`src/rtl/keccak_pkg.sv`:
```
// Shared constants and state encoding for the SHA-3 padding blocks.
package keccak_pkg;

    localparam int WORD_W = 32;

    localparam logic [7:0] PAD_FIRST = 8'h01;
    localparam logic [7:0] PAD_LAST  = 8'h80;
    localparam logic [7:0] PAD_BOTH  = 8'h81;

    typedef enum logic [1:0] {
        IDLE,
        CHECK,
        EMIT
    } unpad_state_t;

endpackage

```
`src/rtl/unpad_locate.sv`:
```
// Finds the message length inside a padded final block.
// Combinational; byte 0 is the MSB byte of blk.
module unpad_locate
    import keccak_pkg::*;
#(
    parameter int RATE_WORDS = 18,
    localparam int NB = 4 * RATE_WORDS,
    localparam int LEN_W = $clog2(NB)
) (
    input  logic [WORD_W*RATE_WORDS-1:0] blk,
    output logic                         valid,
    output logic [LEN_W-1:0]             len,
    output logic [1:0]                   rem
);

    logic             found;
    logic [LEN_W-1:0] jpos;
    logic [7:0]       jbyte;
    logic [7:0]       lastb;

    always_comb begin
        found = 1'b0;
        jpos  = '0;
        jbyte = '0;
        // Ascending scan, so the last hit is the highest nonzero byte.
        for (int j = 0; j < NB - 1; j++) begin
            if (blk[8*(NB-1-j) +: 8] != 8'h00) begin
                found = 1'b1;
                jpos  = LEN_W'(j);
                jbyte = blk[8*(NB-1-j) +: 8];
            end
        end
        lastb = blk[7:0];
        valid = 1'b0;
        len   = '0;
        if (lastb == PAD_BOTH) begin
            valid = 1'b1;
            len   = LEN_W'(NB - 1);
        end else if (lastb == PAD_LAST && found && jbyte == PAD_FIRST) begin
            valid = 1'b1;
            len   = jpos;
        end
    end

    assign rem = len[1:0];

endmodule

```
`src/rtl/keccak_unpadder.sv`:
```
// Strips SHA-3 padding from rate blocks and streams the message
// as 32-bit words in the padder's input convention.
module keccak_unpadder
    import keccak_pkg::*;
#(
    parameter int RATE_WORDS = 18
) (
    input  logic                         clk,
    input  logic                         reset,
    input  logic [WORD_W*RATE_WORDS-1:0] in,
    input  logic                         in_ready,
    input  logic                         in_last,
    output logic                         in_ack,
    output logic [WORD_W-1:0]            out,
    output logic                         out_ready,
    output logic                         is_last,
    output logic [1:0]                   byte_num,
    input  logic                         sink_full,
    output logic                         pad_error
);

    localparam int BW    = WORD_W * RATE_WORDS;
    localparam int LEN_W = $clog2(4 * RATE_WORDS);
    localparam int CNT_W = $clog2(RATE_WORDS + 1);

    unpad_state_t     state, state_n;
    logic [BW-1:0]    blk;
    logic [CNT_W-1:0] cnt;
    logic             last_blk;
    logic [1:0]       rem_q;
    logic             pad_err_q;

    logic             loc_valid;
    logic [LEN_W-1:0] loc_len;
    logic [1:0]       loc_rem;

    logic             fire;
    logic             final_word;
    logic [WORD_W-1:0] word;
    logic [WORD_W-1:0] mask;

    unpad_locate #(
        .RATE_WORDS(RATE_WORDS)
    ) u_locate (
        .blk   (blk),
        .valid (loc_valid),
        .len   (loc_len),
        .rem   (loc_rem)
    );

    assign fire       = (state == EMIT) && !sink_full;
    assign final_word = last_blk && (cnt == CNT_W'(1));

    always_comb begin
        state_n = state;
        case (state)
            IDLE:    if (in_ready) state_n = in_last ? CHECK : EMIT;
            CHECK:   state_n = loc_valid ? EMIT : IDLE;
            EMIT:    if (fire && cnt == CNT_W'(1)) state_n = IDLE;
            default: state_n = IDLE;
        endcase
    end

    always_ff @(posedge clk) begin
        if (reset) begin
            state     <= IDLE;
            blk       <= '0;
            cnt       <= '0;
            last_blk  <= 1'b0;
            rem_q     <= 2'd0;
            pad_err_q <= 1'b0;
        end else begin
            state <= state_n;
            case (state)
                IDLE: begin
                    if (in_ready) begin
                        blk      <= in;
                        cnt      <= CNT_W'(RATE_WORDS);
                        last_blk <= 1'b0;
                        rem_q    <= 2'd0;
                    end
                end
                CHECK: begin
                    if (loc_valid) begin
                        cnt      <= CNT_W'(loc_len >> 2) + CNT_W'(1);
                        rem_q    <= loc_rem;
                        last_blk <= 1'b1;
                    end else begin
                        pad_err_q <= 1'b1;
                    end
                end
                EMIT: begin
                    if (fire) begin
                        blk <= blk << WORD_W;
                        cnt <= cnt - CNT_W'(1);
                    end
                end
                default: ;
            endcase
        end
    end

    // Keep only the leading rem bytes of the final word.
    assign mask = ~(32'hFFFF_FFFF >> (8 * rem_q));
    assign word = blk[BW-1 -: WORD_W];

    assign in_ack    = (state == IDLE) && in_ready && !reset;
    assign out_ready = (state == EMIT);
    assign is_last   = out_ready && final_word;
    assign byte_num  = is_last ? rem_q : 2'd0;
    assign out       = !out_ready ? '0 : (is_last ? (word & mask) : word);
    assign pad_error = pad_err_q;

endmodule

```
`config.mk`:
```
export PLATFORM = sky130hd
export DESIGN_NAME = keccak_unpadder
export DESIGN_NICKNAME = d
export VERILOG_FILES = /design/src/rtl/keccak_pkg.sv /design/src/rtl/unpad_locate.sv /design/src/rtl/keccak_unpadder.sv
export SDC_FILE = /design/constraint.sdc
export NUM_CORES = 2
export LEC_CHECK = 0
export BUFFER_PORTS_ARGS = -buffer_cell sky130_fd_sc_hd__buf_2
export CELL_PAD_IN_SITES_DETAIL_PLACEMENT = 1
export CELL_PAD_IN_SITES_GLOBAL_PLACEMENT = 2
export CORE_MARGIN = 1.5
export CORE_UTILIZATION = 36
export DETAILED_ROUTE_END_ITERATION = 12
export GPL_ROUTABILITY_DRIVEN = 0
export PLACE_DENSITY_LB_ADDON = 0.1
export SYNTH_ARGS = -nofsm -noshare
export SYNTH_HDL_FRONTEND = slang
export SYNTH_SLANG_ARGS = --single-unit
```
`constraint.sdc`:
```
create_clock -name clk -period 6.2 [get_ports clk]
set_clock_uncertainty 0.1 [all_clocks]
set_input_delay 0.31 -clock clk [delete_from_list [all_inputs] [get_ports clk]]
set_output_delay 0.31 -clock clk [all_outputs]
set_load 0.03 [all_outputs]
```
# ---- Word-level counts from Yosys, hierarchy flattened
# Cells that the tools add are included.
dict set report word_totals {
  register_bits 587
  inputBits 581
  output_inout_bits 38
  wordCells 349
}
dict set report op_classes {
  addsub 2
  n_eq_ne 10
  shift 1
  n_mux 237
  bitwise_logic 3
  reduce_logical 90
}
# cell n
set ops {}
lappend ops {{576-bit 2-to-1 mux} 2}
lappend ops {{576-bit one-hot mux with 2 select lines} 1}
lappend ops {{8-bit 2-to-1 mux} 71}
lappend ops {{8-bit nonzero test} 71}
lappend ops {{6-bit 2-to-1 mux} 32}
lappend ops {{5-bit 2-to-1 mux} 19}
lappend ops {{1-bit 2-to-1 mux} 76}
lappend ops {{32-bit 2-to-1 mux} 2}
lappend ops {{7-bit 2-to-1 mux} 9}
lappend ops {{32-bit bitwise AND} 1}
lappend ops {{4-bit 2-to-1 mux} 8}
lappend ops {{32-bit NOT} 1}
lappend ops {{32-bit by 5-bit right shift with 32-bit output (first input constant)} 1}
lappend ops {{2-bit 2-to-1 mux} 9}
lappend ops {{8-bit equality test (second input constant)} 2}
lappend ops {{5-bit one-hot mux with 3 select lines} 1}
lappend ops {{3-bit 2-to-1 mux} 4}
lappend ops {{8-bit by 1-bit equality test with 1-bit output (second input constant)} 1}
lappend ops {{1-bit logical AND} 8}
lappend ops {{2-bit one-hot mux with 3 select lines} 1}
lappend ops {{3-bit AND reduction} 2}
lappend ops {{5-bit by 1-bit adder with 5-bit output (second input constant)} 1}
lappend ops {{5-bit by 1-bit equality test with 1-bit output (second input constant)} 1}
lappend ops {{5-bit by 1-bit subtractor with 5-bit output (second input constant)} 1}
lappend ops {{13 further kinds} 18}

# ---- Depth between registers and ports, before layout
dict set report logic_depth {
  ltp_word 79
  mapped_depth 17
}

# ---- Modules after synthesis
# From an unflattened synthesis, not the netlist that was laid out.
dict set report hier_totals {
  cells_unflattened 3802
  area_unflattened_um2 32202.1
}
# mod instances cells_each area_per_inst_um2 seq_area_each_um2
set by_module_without_submodules {}
lappend by_module_without_submodules {keccak_unpadder 1 2695 25722.2 11751.3}
lappend by_module_without_submodules {unpad_locate 1 1107 6480.0 0.0}

# ---- Least setup slack after synthesis
# No wires, ideal clock.
dict set report synth_path {
  kind {register -> register}
  startpoint {reg blk[516]}
  endpoint {reg cnt[2]}
  t_arrival_ns 4.097
  slack_ns 1.915
  stages_incl_launch_ff 17
  path_buffers 0
  period_less_slack_ns 4.285
  cell_sequence {dfxtp_1 > nor4_2 > nand4_2 > nor4_4 > nand2_1 > a221o_1 > a2111oi_0 > o41a_1 > o311ai_1 > nand2_1 > o21ai_2 > a31oi_1 > inv_1 > ha_1 > or4_1 > and3_1 > o32ai_2}
}
dict set report synth_between {
  elab_chain_cells 72
}
# item line
set synth_lines {}
lappend synth_lines {{start: declaration} keccak_unpadder.sv:27} ;# logic [BW-1:0] blk;
lappend synth_lines {{start signal: assignment} keccak_unpadder.sv:77} ;# blk <= in;
lappend synth_lines {{start signal: assignment} keccak_unpadder.sv:94} ;# blk <= blk << WORD_W;
lappend synth_lines {{8-bit nonzero test} unpad_locate.sv:27} ;# if (blk[8*(NB-1-j) +: 8] != 8'h00) begin
lappend synth_lines {{8-bit 2-to-1 mux or 1-bit 2-to-1 mux (tied branches) (64 in series)} unpad_locate.sv:27}
lappend synth_lines {{8-bit by 1-bit equality test with 1-bit output or 1-bit logical AND (tied branches)} unpad_locate.sv:39} ;# end else if (lastb == PAD_LAST && found && jbyte == PAD_FIRST) begin
lappend synth_lines {{1-bit logical AND} unpad_locate.sv:39}
lappend synth_lines {{7-bit 2-to-1 mux} unpad_locate.sv:39}
lappend synth_lines {{7-bit 2-to-1 mux} unpad_locate.sv:36} ;# if (lastb == PAD_BOTH) begin
lappend synth_lines {{5-bit by 1-bit adder with 5-bit output} keccak_unpadder.sv:85} ;# cnt <= CNT_W'(loc_len >> 2) + CNT_W'(1);
lappend synth_lines {{5-bit 2-to-1 mux} keccak_unpadder.sv:84} ;# if (loc_valid) begin
lappend synth_lines {{5-bit one-hot mux with 3 select lines} keccak_unpadder.sv:74} ;# case (state)
lappend synth_lines {{end signal: assignment} keccak_unpadder.sv:78} ;# cnt <= CNT_W'(RATE_WORDS);
lappend synth_lines {{end signal: assignment} keccak_unpadder.sv:85}
lappend synth_lines {{end signal: assignment} keccak_unpadder.sv:95} ;# cnt <= cnt - CNT_W'(1);
lappend synth_lines {{end: declaration} keccak_unpadder.sv:28} ;# logic [CNT_W-1:0] cnt;
# Parallel ways exist; a longest one is shown, timed or not. The select of a mux whose other input is x is not followed.
# A chain may end at the register's enable or synchronous reset.

# ---- Worst setup path in the final report
dict set report layout_path {
  startpoint {reg blk[436]}
  endpoint {reg cnt[2]}
}
dict set report layout_between {
  elab_chain_cells 62
}
# item line
set layout_lines {}
lappend layout_lines {{8-bit nonzero test} unpad_locate.sv:27}
lappend layout_lines {{8-bit 2-to-1 mux or 1-bit 2-to-1 mux (tied branches) (54 in series)} unpad_locate.sv:27}
lappend layout_lines {{8-bit by 1-bit equality test with 1-bit output or 1-bit logical AND (tied branches)} unpad_locate.sv:39}
lappend layout_lines {{1-bit logical AND} unpad_locate.sv:39}
lappend layout_lines {{7-bit 2-to-1 mux} unpad_locate.sv:39}
lappend layout_lines {{7-bit 2-to-1 mux} unpad_locate.sv:36}
lappend layout_lines {{5-bit by 1-bit adder with 5-bit output} keccak_unpadder.sv:85}
lappend layout_lines {{5-bit 2-to-1 mux} keccak_unpadder.sv:84}
lappend layout_lines {{5-bit one-hot mux with 3 select lines} keccak_unpadder.sv:74}
# Parallel ways exist; a longest one is shown, timed or not. The select of a mux whose other input is x is not followed.

==> reports/metrics.csv <==
metric,value,unit
status,"complete, no violations",
final_util,48.4,%
synthArstFlopShare,0,%
seqCellArea,11800,sq um
ys.flop_type,dfxtp_1,
max-slew-margin-rel,12.2,%
postCtsHoldBufs,424,
fmax,178,MHz
ys_types,87,
yosys.area_share.simple,19.6,%
ir_worst_vdd,0.368,mV
io_buffer_count,618,
ctsResizeCount,0,
htreeDepth,3,
post-route-period-util,90.7,%
track_usage,34.3,%
synth-compound-area-share,24.0,%
power.density,539,nW/um^2
whs,0.00834,ns
startpoint_type,register,
ioPinCount,619,
antenna_found_initial,10,
first_pass_iters,5,
grt_first_pass_wirelength,242000,microns
synth_mux_area_share,16.6,%
worstPathRequired,6.64,ns
maxSlewViolCount,0,
synth-adder-area-share,0.267,%
swShare,48.2,%
synth-seq-area-share,35.8,%
yosys_warnings,0,
power,23.5,mW
antenna_left,0,
cts_setup_buffers,0,
p_int,12.2,mW
hold_viol,0,
synth-seq-cells,587,
drtIter0Drc,2819,
via_count,35600,
synth_nets,4451,
critPathKind,reg -> reg,
post-route-drc-count,0,
fillers,10600,
synth_edf_count,0,
critPathArrivalTime,6.06,ns
p_seq_share,33.4,%
synth_xor_area_share,0.0267,%
post-route-min-period,5.62,ns
syn2layout_area_growth,33.1,%
setup_tns,0,ns
synthCells,3863,
core_area,90100,sq um
nets,5344,
row_count,110,
overflow,0,
comb_power_share,47.0,%
multi_input_area,19900,sq um
p_clk_share,19.5,%
crit_fanout,8,
initial_core_util,36.4,%
vias_per_cell,5.94,
cap_violations,0,
hpwlAfterDp,121000,microns
netlist_area,32800,sq um
worst_slew_pin_slew,1.31,ns
end_kind,register,
cts_root_buffer,clkbuf_16,
cts_num_sinks,587,
p_switching,11.3,mW
numCtsBuffers,72,
clk_path_buf_depth,3,
die_h,305,microns
dieArea,92900,sq um
path_clk_slew,0.06,ns
synth_top_family_by_area,compound AO/OA/AOI/OAI gates,
setup_viol,0,
cts_tree,yes,
insertion_delay,0.64,ns
wirelength,165000,microns
drive_gt1_share,18.0,%
p_leak,16.4,nW
grt_setup_unrepaired,no,
grt_pass1_vias,36700,
wl_per_cell,27.5,microns
grt_max_degree,229,
hp-class,in -> reg,
die-width,305,microns
avgSynthCellArea,8.49,sq um
[sequential cells by signal (all words and copies together), names as in the netlist]
signal,flops
pad_error,1
rem_q,2
state,2
last_blk,1
cnt,5
blk,576
[worst max-delay path: stages, from the launching register on]
cell	delay, ns
dfxtp_1	0.35
nor4_1	0.74
nand4_1	0.47
nor2_1	0.44
nand2_1	0.13
a221o_1	0.34
a2111oi_0	0.93
o41a_1	0.22
o311ai_1	0.08
nand2_1	0.19
o21ai_2	0.13
a31oi_1	0.31
inv_1	0.09
ha_1	0.25
or4_1	0.51
and3_1	0.16
o32ai_2	0.10
[synth_stat cells, drive strengths merged (6+ instances only)]
cell | number | area [sq um]
o21a | 19 | 143
a2111oi | 14 | 129
and3 | 17 | 113
ha | 7 | 87.6
nand4 | 34 | 225
a22oi | 9 | 67.6
nor2b | 6 | 37.5
a31o | 8 | 70.1
or4 | 24 | 184
clkbuf | 257 | 965
o21ai | 92 | 468
a31oi | 80 | 507
a41oi | 10 | 87.6
nor3 | 71 | 355
a21o | 12 | 90.1
nor2 | 669 | 2510
dfxtp | 587 | 11800
o221ai | 9 | 78.8
or2 | 8 | 50.1
nand2 | 152 | 571
o211ai | 16 | 125
nand2b | 9 | 56.3
mux2i | 544 | 5450
nand3 | 76 | 380
a211o | 7 | 61.3
a311oi | 13 | 114
a221oi | 15 | 131
and2 | 58 | 363
o2111ai | 8 | 70.1
nand3b | 6 | 45.0
o31a | 7 | 61.3
nor4b | 17 | 170
a211oi | 565 | 4250
o21bai | 16 | 120
inv | 29 | 109
buf | 22 | 119
a21oi | 153 | 766
nor4 | 137 | 1190
[power groups by stage]
stage / clock, mW / combinational (mW) / sequential [mW]
floorplan: 0 / 7.67 / 6.68
global placement: 0 / 10.5 / 7.82
detailed placement: 0 / 10.6 / 7.88
CTS: 4.66 / 10.9 / 7.80
global route: 4.79 / 12.0 / 8.03
finish: 4.60 / 11.1 / 7.87
[stage by stage]
| step | instance area (sq um) | setup slack (ns) | std cells |
|---|---|---|---|
| floorplan | 32800 | 1.91 | 3863 |
| global placement | 36900 | 0.873 | 5434 |
| detailed placement | 36900 | 0.702 | 5434 |
| CTS | 43600 | 0.687 | 5988 |
| global route | 43700 | 0.197 | 5995 |
| finish | 43700 | 0.577 | 5996 |
[per-layer routing]
metal | GRT usage, % | part of all wire (%) | vias to the layer above
met2 | 58.7 | 48 | 1195
met1 | 43.2 | 42 | 17500
met3 | 3.85 | 4.6 | 340
li1 | - | - | 16500
met4 | 15.5 | 4.8 | 4
met5 | 0 | 0.015 | -
[cells by family (layout without fill, tap and decap cells)]
kind of cell / after synthesis / after routing
DFF: 587 / 587
xor gates and xnor gates: 1 / 1
and+or+nand+nor: 1305 / 1305
other: 0 / 8
muxes: 544 / 544
AOI/OAI and AO/OA: 1111 / 1111
buffers and inverters: 308 / 1257
adders and majority gates: 7 / 7
[cell usage in the layout, fill, tap and decap left out, types with 74 or more instances in the layout]
| cell | instances |
|---|---|
| buf_2 | 617 |
| mux2i_1 | 544 |
| nor2_1 | 668 |
| nand2_1 | 152 |
| o21ai_0 | 85 |
| a21oi_1 | 153 |
| nand3_1 | 76 |
| nor4_1 | 97 |
| clkbuf_16 | 74 |
| a211oi_1 | 564 |
| dlygate4sd3_1 | 424 |
| a31oi_1 | 79 |
| dfxtp_1 | 587 |
[layout make-up]
type / count / area share, %
well taps: 1176 / 3.37
clock buffers: 101 / 4.86
inverters: 29 / 0.249
diodes: 8 / 0.0458
multi-input cells: 2968 / 45.5
clock inverters: 29 / 0.917
flip-flops and latches: 587 / 26.9
repair buffers: 1098 / 18.1
[final timing paths]
check	from	end	slack [ns]	cells after the start
worst min register to register	pad_error	pad_error	0.35	2
worst min-delay path	in[54]	blk[54]	0.008	3
worst max register to register	blk[436]	cnt[2]	0.58	16
worst max-delay path	blk[436]	cnt[2]	0.58	16
No activity file was read; power rests on OpenSTA's default activity.
